[src/rtl/mips_pkg.sv]
// Shared types and constants for the MIPS MEM-stage data-memory controller.
package mips_pkg;
  typedef enum logic [1:0] {
    IDLE,
    ACCESS,
    DONE,
    FAULT
  } state_t;

  localparam logic [1:0] WORD_ALIGN_MASK = 2'b11;
endpackage

[src/rtl/mips_timeout_ctr.sv]
// ACCESS wait counter; tc flags the last cycle allowed before a timeout fault.
module mips_timeout_ctr #(
  parameter int TIMEOUT_CYCLES = 255,
  parameter int CNT_W          = 8
) (
  input  logic CLK,
  input  logic RST,
  input  logic clr,
  input  logic en,
  output logic tc
);
  localparam logic [CNT_W-1:0] TC_VAL = CNT_W'(TIMEOUT_CYCLES - 1);

  logic [CNT_W-1:0] cnt;

  always_ff @(posedge CLK or posedge RST) begin
    if (RST)
      cnt <= '0;
    else if (clr)
      cnt <= '0;
    else if (en)
      cnt <= cnt + 1'b1;
  end

  assign tc = (cnt == TC_VAL);
endmodule

[src/rtl/mips_dmem_ctrl.sv]
// MEM-stage data-memory sequencer: stalls the front pipeline while a
// load/store is outstanding and bubbles WB, flagging misalign and timeout.
module mips_dmem_ctrl
  import mips_pkg::*;
#(
  parameter int TIMEOUT_CYCLES = 255,
  parameter int CNT_W          = 8
) (
  input  logic        CLK,
  input  logic        RST,
  input  logic        MemReadMEM,
  input  logic        MemWriteMEM,
  input  logic [31:0] AddrMEM,
  input  logic [31:0] WriteDataMEM,
  output logic        dmem_req,
  output logic        dmem_we,
  output logic [31:0] dmem_addr,
  output logic [31:0] dmem_wdata,
  input  logic        dmem_ack,
  input  logic [31:0] dmem_rdata,
  output logic        StallMEM,
  output logic        BubbleWB,
  output logic [31:0] MemReadDataMEM,
  output logic        MemFault
);
  state_t state;
  logic   memAcc;
  logic   misaligned;
  logic   tc;

  assign memAcc     = MemReadMEM | MemWriteMEM;
  assign misaligned = |(AddrMEM[1:0] & WORD_ALIGN_MASK);

  assign dmem_req = (state == ACCESS);
  assign StallMEM = dmem_req | ((state == IDLE) & memAcc);
  assign BubbleWB = StallMEM | (state == FAULT);

  mips_timeout_ctr #(
    .TIMEOUT_CYCLES(TIMEOUT_CYCLES),
    .CNT_W         (CNT_W)
  ) u_ctr (
    .CLK(CLK),
    .RST(RST),
    .clr(state == IDLE),
    .en (dmem_req & ~dmem_ack),
    .tc (tc)
  );

  always_ff @(posedge CLK or posedge RST) begin
    if (RST) begin
      state          <= IDLE;
      dmem_we        <= 1'b0;
      dmem_addr      <= '0;
      dmem_wdata     <= '0;
      MemReadDataMEM <= '0;
      MemFault       <= 1'b0;
    end else begin
      unique case (state)
        IDLE: begin
          if (memAcc && misaligned) begin
            state    <= FAULT;
            MemFault <= 1'b1;
          end else if (memAcc) begin
            state      <= ACCESS;
            dmem_addr  <= AddrMEM;
            dmem_wdata <= WriteDataMEM;
            dmem_we    <= MemWriteMEM;
          end
        end
        ACCESS: begin
          // ack beats a simultaneous terminal count
          if (dmem_ack) begin
            state <= DONE;
            if (!dmem_we)
              MemReadDataMEM <= dmem_rdata;
          end else if (tc) begin
            state    <= FAULT;
            MemFault <= 1'b1;
          end
        end
        DONE:  state <= IDLE;
        FAULT: state <= IDLE;
      endcase
    end
  end
endmodule

[config.mk]
export PLATFORM = sky130hd
export DESIGN_NAME = mips_dmem_ctrl
export DESIGN_NICKNAME = d
export VERILOG_FILES = /design/src/rtl/mips_pkg.sv /design/src/rtl/mips_timeout_ctr.sv /design/src/rtl/mips_dmem_ctrl.sv
export SDC_FILE = /design/constraint.sdc
export NUM_CORES = 1
export LEC_CHECK = 0
export BUFFER_PORTS_ARGS = -buffer_cell sky130_fd_sc_hd__buf_2
export CAP_MARGIN = 20
export CELL_PAD_IN_SITES_DETAIL_PLACEMENT = 0
export CELL_PAD_IN_SITES_GLOBAL_PLACEMENT = 2
export CORE_MARGIN = 2
export CORE_UTILIZATION = 27
export CTS_CLUSTER_SIZE = 16
export DETAILED_ROUTE_END_ITERATION = 12
export PLACE_DENSITY = 0.78
export SLEW_MARGIN = 15
export SYNTH_ARGS = -nofsm -noshare
export SYNTH_HDL_FRONTEND = slang
export SYNTH_SLANG_ARGS = --single-unit
[constraint.sdc]
create_clock -name CLK -period 3.4 [get_ports CLK]
set_input_delay 0.51 -clock CLK [delete_from_list [all_inputs] [get_ports CLK]]
set_output_delay 0.51 -clock CLK [all_outputs]
set_load 0.02 [all_outputs]
==> results of run 1 <==
[final timing paths]
check / to / slack [ns]
max: dmem_wdata[28]$_DFFE_PP0P_ / 1.16
min: MemReadDataMEM[18]$_DFFE_PP0P_ / 0.21
max reg2reg: dmem_wdata[28]$_DFFE_PP0P_ / 1.16
min reg2reg: dmem_addr[0]$_DFFE_PP0P_ / 0.49
max in group asynchronous: MemReadDataMEM[17]$_DFFE_PP0P_ / 2.25
min in group CLK: dmem_wdata[20]$_DFFE_PP0P_ / 0.39
[per-stage QoR]
stage | util [%] | total power, uW | cells | setup WS [ns]
5_1_grt | 37.22 | 6028 | 694 | 1.044
4_1_cts | 37.04 | 5775 | 693 | 0.9888
3_5_place_dp | 35.25 | 4735 | 677 | 0.9864
2_1_floorplan | - | 3889 | 270 | 0.04440
6_report | 37.22 | 5681 | 694 | 1.156
3_3_place_gp | 35.25 | 4686 | 677 | 1.074
[state kept, by name (all words and copies together) (netlist names)]
name	cells
dmem_addr	32
u_ctr.cnt	8
MemFault	1
dmem_wdata	32
dmem_we	1
MemReadDataMEM	32
state	2
[cell usage after synthesis (all sizes together) (2+ instances only)]
cell	number
dfrtp	108
mux2	95
buf	12
nand2	8
mux2i	4
nor2	4
o21ai	4
or2	4
nand4	3
a21oi	2
and2	2
clkbuf	2
ha	2
inv	2
nand2b	2
nand3	2
o311ai	2
[power breakdown]
| group | internal (uW) | switching [uW] | total, uW |
|---|---|---|---|
| sequential | 1880 | 334 | 2210 |
| clock | 524 | 479 | 1000 |
| combinational | 1150 | 1320 | 2470 |
[area by class of cell]
| cell class | instances | area share (%) |
|---|---|---|
| Clock buffer | 10 | 4.042 |
| Clock inverter | 6 | 0.7831 |
| Inverter | 2 | 0.1693 |
| Multi-Input combinational cell | 146 | 26.73 |
| Sequential cell | 108 | 45.71 |
| Tap cell | 216 | 4.571 |
| Timing Repair Buffer | 206 | 17.99 |
[cell families after synthesis]
kind of cell             synth area share (%)
AND/OR/NAND/NOR                         3.814
buffers and inverters                   2.704
AO/OA/AOI/OAI                           2.106
flip-flops                              61.47
adder cells (fa/ha/maj)                0.5691
multiplexers                            29.34
[per-layer routing]
| metal | wire length, um | part of all wire [%] |
|---|---|---|
| met1 | 4463 | 44 |
| met2 | 4824 | 48 |
| met3 | 664 | 6.6 |
| met4 | 100 | 0.99 |
| met5 | 0 | 0 |
[worst max-delay path, stage by stage (launching register included)]
cell	delay, ns
sky130_fd_sc_hd__dfrtp_1	0.50
sky130_fd_sc_hd__or2_1	0.35
sky130_fd_sc_hd__or3_4	0.38
sky130_fd_sc_hd__buf_4	0.25
sky130_fd_sc_hd__buf_16	0.25
sky130_fd_sc_hd__mux2_4	0.34
==> run summary, run 1 <==
### Clocking
* **Post-CTS Hold Fix Bufs** 0
* **H-Tree Depth** 3
* **clock insertion delay at the later pin of the skew report** 0.35 ns
* **quantity of gates resized following cts** 0
* **post-CTS clock slew at the launch and capture registers of the worst setup and hold paths** 0.07 ns
* **sinks on the clock net** 108
* **number of buffers inserted by post-CTS setup repair** 0
* **number of buffers created by CTS** 9
* **Root Driver** sky130_fd_sc_hd__clkbuf_16
* **CTS tree** built
* **maximum buffer depth of the clock tree** 2

### Final layout
* **fraction of final layout cells with drive strength greater than 1** 67.36%
* **number of fill cells in the layout** 1582
* **area occupied by multi-input gates** 1580 sq um
* **antenna cells** 0
* **net count reported at finish** 576
* **area growth from synthesis to layout** 34.46%
* **highest-count cells in the layout ignoring fill and taps** 201 x sky130_fd_sc_hd__buf_2, 108 x sky130_fd_sc_hd__dfrtp_1, 48 x sky130_fd_sc_hd__mux2_4
* **most frequent standard cell in the layout excluding fill and tap cells** sky130_fd_sc_hd__buf_2
* **cell area after layout** 5912 sq um
* **area used by sequential logic in the layout** 2703 sq um

### Die
* **Die Y** 131.6 um
* **Starting Density** 27.68%
* **area of the core region** 15890 sq um
* **number of top-level pins** 202
* **number of placement rows** 46
* **Die Width** 131.6 um
* **Die Area** 17320 sq um

### Detailed routing
* **number of violations reported at the end of detailed-routing iteration 0** 74
* **final routed DRC violation total** 0
* **routed length per instance** 14.49 um
* **Routed Antenna Nets** 0
* **total detailed-routing wirelength** 10.05 mm
* **via density per instance** 4.192
* **routed vias** 2909
* **Initial DRT Pass Iterations** 4

### Pwr
* **peak supply drop** 0.0003762 V
* **static power due to leakage** 0.003059 uW
* **power density cells** 961.0 nW/um^2

### Placement
* **placer's final routability congestion estimate** 0.7350
* **cell area after placement** 5599 sq um
* **detailed-placement wirelength estimate** 7.448 mm
* **Port Buf Inserts** 201

### STA
* **Final min period** 2.244 ns
* **Least-Margin Pin Slew** 0.5518 ns
* **final clock skew** 0.009004 ns
* **final count of negative-setup-slack endpoints** 0
* **Final Hold Fails** 0
* **maximum achievable frequency** 445.5 MHz
* **sum of negative setup slack** 0 ns
* **RSZ-0062 raised after global routing** no
* **final clock period utilization by the worst path** 66.01%
* **worst slack on hold paths** 0.2059 ns
* **Max Slew Vio Count** 0
* **relative slew slack** 63.21%

### Synth
* **count of flip-flops with a built-in enable after synthesis** 0
* **fraction of synthesis flops using an asynchronous set or reset pin** 100.0%
* **prevailing post-synth register cell** sky130_fd_sc_hd__dfrtp_1
* **syn avg cell area** 16.28 sq um
* **largest area contributor in the synthesized netlist** sky130_fd_sc_hd__dfrtp_1
* **largest cells by area after synthesis** sky130_fd_sc_hd__dfrtp_1 61%, sky130_fd_sc_hd__mux2_4 16%, sky130_fd_sc_hd__mux2_2 12%
* **number of cells produced by synthesis** 270
* **post-synth top area share** 61.47%
* **Post-Synthesis Net Count** 373
* **netlist area before placement** 4397 sq um
* **synthesis-stage register bit count** 108
* **Unique masters post-synth** 33
* **sequential share of the synthesized area** 61.47%
* **count of yosys warnings during synthesis** 0

### GRT
* **Tot GR Track Use** 11.95%
* **first-pass GRT wire length** 16.37 mm
* **GRT Max-Usage Layer** met2
* **largest net degree at the start of global routing** 66
* **via count of the first global-routing pass** 3118
* **met1 track utilization from global routing** 15.28%
* **M2 GR Usage** 18.99%
* **global route total overflow** 0
* **met3 usage** 4.051%
* **number of antenna violations at the first check in global routing** 0

### Worst setup path
* **Crit Path Max Fanout** 46
* **launch instance of the worst register-to-register path** state[1]$_DFFE_PP0P_
* **Setup CP Type** reg -> reg
* **data required time of the worst path** 3.63 ns
* **data arrival time of the critical path** 2.47 ns
* **crit path launch** state[1]$_DFFE_PP0P_
* **startpoint types** flip-flop
* **count of cells along the worst register-to-register path** 5
* **CP Capture Type** flip-flop

### Worst hold path
* **class of the tightest hold or removal check** in -> async

### Run
* **max-cap viol count** 0

### Status
* **status** complete, no violations

Note: power is estimated with default switching activity, not from simulation.
==> run 2: changes to the inputs <==
Settings changed: ABC_AREA set to 1, CORE_UTILIZATION 27 to 28, PLACE_DENSITY 0.78 to 0.82.
Clock period 3.4 ns to 2.12 ns, I/O delays scaled along.
==> run summary, run 2 <==
### GRT
* **number of antenna violations at the first check in global routing** 0
* **Tot GR Track Use** 12.11%
* **via count of the first global-routing pass** 3775
* **largest net degree at the start of global routing** 100
* **first-pass GRT wire length** 18.13 mm
* **global route total overflow** 0

### Pwr
* **part of the total power dissipated in combinational logic** 43.6%
* **cell-internal power** 5367 uW
* **Clk network pwr share** 18.5%
* **net switching power of the design** 4003 uW
* **power density cells** 1476 nW/um^2
* **static power due to leakage** 0.003578 uW
* **peak supply drop** 0.0005915 V
* **relative contribution of sequential cells to total power** 37.9%
* **switching part of the total power** 42.72%

### Die
* **Die Width** 137.5 um
* **area of the core region** 17360 sq um
* **Die Y** 137.5 um
* **number of top-level pins** 202
* **number of placement rows** 48
* **Starting Density** 28.75%
* **Die Area** 18900 sq um

### Worst setup path
* **data arrival time of the critical path** 1.34 ns
* **Crit Path Max Fanout** 6
* **data required time of the worst path** 1.80 ns
* **startpoint types** flip-flop
* **Setup CP Type** reg -> out
* **CP Capture Type** primary output

### STA
* **RSZ-0062 raised after global routing** no
* **final clock period utilization by the worst path** 78.15%
* **worst slack on hold paths** 0.1907 ns
* **Final Hold Fails** 0
* **relative slew slack** 64.03%
* **maximum achievable frequency** 603.6 MHz
* **Max Slew Vio Count** 0
* **sum of negative setup slack** 0 ns
* **final clock skew** 0.01078 ns
* **post-route setup slack** 0.4633 ns
* **final count of negative-setup-slack endpoints** 0
* **Final min period** 1.657 ns
* **Least-Margin Pin Slew** 0.5395 ns

### Final layout
* **fraction of final layout cells with drive strength greater than 1** 47.44%
* **number of fill cells in the layout** 1768
* **highest-count cells in the layout ignoring fill and taps** 201 x sky130_fd_sc_hd__buf_2, 115 x sky130_fd_sc_hd__nand2_1, 108 x sky130_fd_sc_hd__dfrtp_1
* **area growth from synthesis to layout** 27.26%
* **antenna cells** 0
* **most frequent standard cell in the layout excluding fill and tap cells** sky130_fd_sc_hd__buf_2
* **end-of-flow core utilization** 36.58%
* **area occupied by multi-input gates** 1672 sq um
* **non-filler instance count after layout** 929
* **net count reported at finish** 802
* **registers with the most flip-flops** MemReadDataMEM: 32 flops, dmem_addr: 32 flops, dmem_wdata: 32 flops
* **area used by sequential logic in the layout** 2703 sq um

### Status
* **status** complete, no violations

### Detailed routing
* **total detailed-routing wirelength** 11.61 mm
* **routed length per instance** 12.49 um
* **number of violations reported at the end of detailed-routing iteration 0** 135
* **Routed Antenna Nets** 0
* **via density per instance** 4.143
* **routed vias** 3849
* **Initial DRT Pass Iterations** 4
* **final routed DRC violation total** 0

### Synth
* **count of flip-flops with a built-in enable after synthesis** 0
* **prevailing post-synth register cell** sky130_fd_sc_hd__dfrtp_1
* **synth cell count leaders** 115 x sky130_fd_sc_hd__nand2_1, 108 x sky130_fd_sc_hd__dfrtp_1, 78 x sky130_fd_sc_hd__inv_1
* **count of yosys warnings during synthesis** 0
* **Post-Synthesis Net Count** 609
* **sequential share of the synthesized area** 54.16%
* **synthesis-stage register bit count** 108
* **number of cells produced by synthesis** 506
* **largest area contributor in the synthesized netlist** sky130_fd_sc_hd__dfrtp_1
* **netlist area before placement** 4990 sq um
* **Unique masters post-synth** 26
* **post-synth top area share** 54.16%
* **fraction of synthesis flops using an asynchronous set or reset pin** 100.0%
* **syn avg cell area** 9.861 sq um
* **top-count cell post-synth** sky130_fd_sc_hd__nand2_1
* **largest cells by area after synthesis** sky130_fd_sc_hd__dfrtp_1 54%, sky130_fd_sc_hd__o21ai_2 11%, sky130_fd_sc_hd__nand2_1 8.7%

### Clocking
* **maximum buffer depth of the clock tree** 2
* **post-CTS clock slew at the launch and capture registers of the worst setup and hold paths** 0.08 ns
* **number of buffers created by CTS** 9
* **H-Tree Depth** 3
* **number of buffers inserted by post-CTS setup repair** 0
* **Root Driver** sky130_fd_sc_hd__clkbuf_16
* **sinks on the clock net** 108
* **clock insertion delay at the later pin of the skew report** 0.35 ns
* **CTS tree** built

### Placement
* **placed insts** 912
* **placer's final routability congestion estimate** 0.7326
* **Port Buf Inserts** 201
* **detailed-placement wirelength estimate** 8.437 mm
* **Setup WS pre-CTS** 0.7281 ns

### Run
* **max-cap viol count** 0

### Worst hold path
* **class of the tightest hold or removal check** in -> reg

-- run 2: final timing paths --
path	start	to	slack, ns	cells after the start
max	state[0]$_DFFE_PP0P_	StallMEM	0.46	4
min	dmem_rdata[27]	MemReadDataMEM[27]$_DFFE_PP0P_	0.19	3
max reg2reg	state[0]$_DFFE_PP0P_	dmem_addr[26]$_DFFE_PP0P_	0.78	5
min reg2reg	MemFault$_DFFE_PP0P_	MemFault$_DFFE_PP0P_	0.46	2
max in group asynchronous	RST	dmem_addr[28]$_DFFE_PP0P_	0.87	4
min in group asynchronous	RST	dmem_addr[6]$_DFFE_PP0P_	0.45	3
-- run 2: critical path, stage by stage (launching register included) --
cell and delay (ns):
sky130_fd_sc_hd__dfrtp_1 0.45, sky130_fd_sc_hd__nor2_4 0.20, sky130_fd_sc_hd__nand2_1 0.10, sky130_fd_sc_hd__nand2_1 0.07
sky130_fd_sc_hd__buf_2 0.16
-- run 2: metal layers --
layer  vias up  global-route usage [%]  share of wire [%]
met3        10                   5.114                 11
met2       144                   18.55                 45
met5         -                       0                  0
met4         0                   4.296                1.2
li1       1945                       -                  -
met1      1750                   15.31                 43
-- run 2: cell families after synthesis --
| kind of cell | after synthesis | synth area share, % |
|---|---|---|
| fa+ha+maj | 2 | 0.5014 |
| simple gates | 217 | 20.69 |
| compound gates | 75 | 12.31 |
| buf+inv | 104 | 12.34 |
| flops | 108 | 54.16 |
-- run 2: area by class of cell --
type	instances	share of cell area (%)
well taps	225	4.433
clock inverters	5	0.9458
multi-input cells	294	26.33
clock buffers	11	3.823
flip-flops and latches	108	42.56
inverters	79	4.729
repair buffers	207	17.18
-- run 2: stage by stage --
step | cell area [sq um] | total power, uW
after floorplan | 4994 | 6447
after global placement | 6037 | 7665
after detailed placement | 6037 | 7748
after CTS | 6350 | 9542
after global routing | 6350 | 10040
final | 6350 | 9370
-- run 2: power by group through the flow --
stage | clock, uW | sequential (uW) | combinational [uW]
after global routing | 1890 | 3660 | 4490
after CTS | 1820 | 3560 | 4160
after floorplan | 0 | 4650 | 1800
after global placement | 0 | 3550 | 4110
after detailed placement | 0 | 3590 | 4160
final | 1730 | 3550 | 4090
-- run 2: repair_timing --
item                      4_1_cts  5_1_grt
hold buffers                    1        0
resized for setup               0        0
hold endpoints to repair        9        0
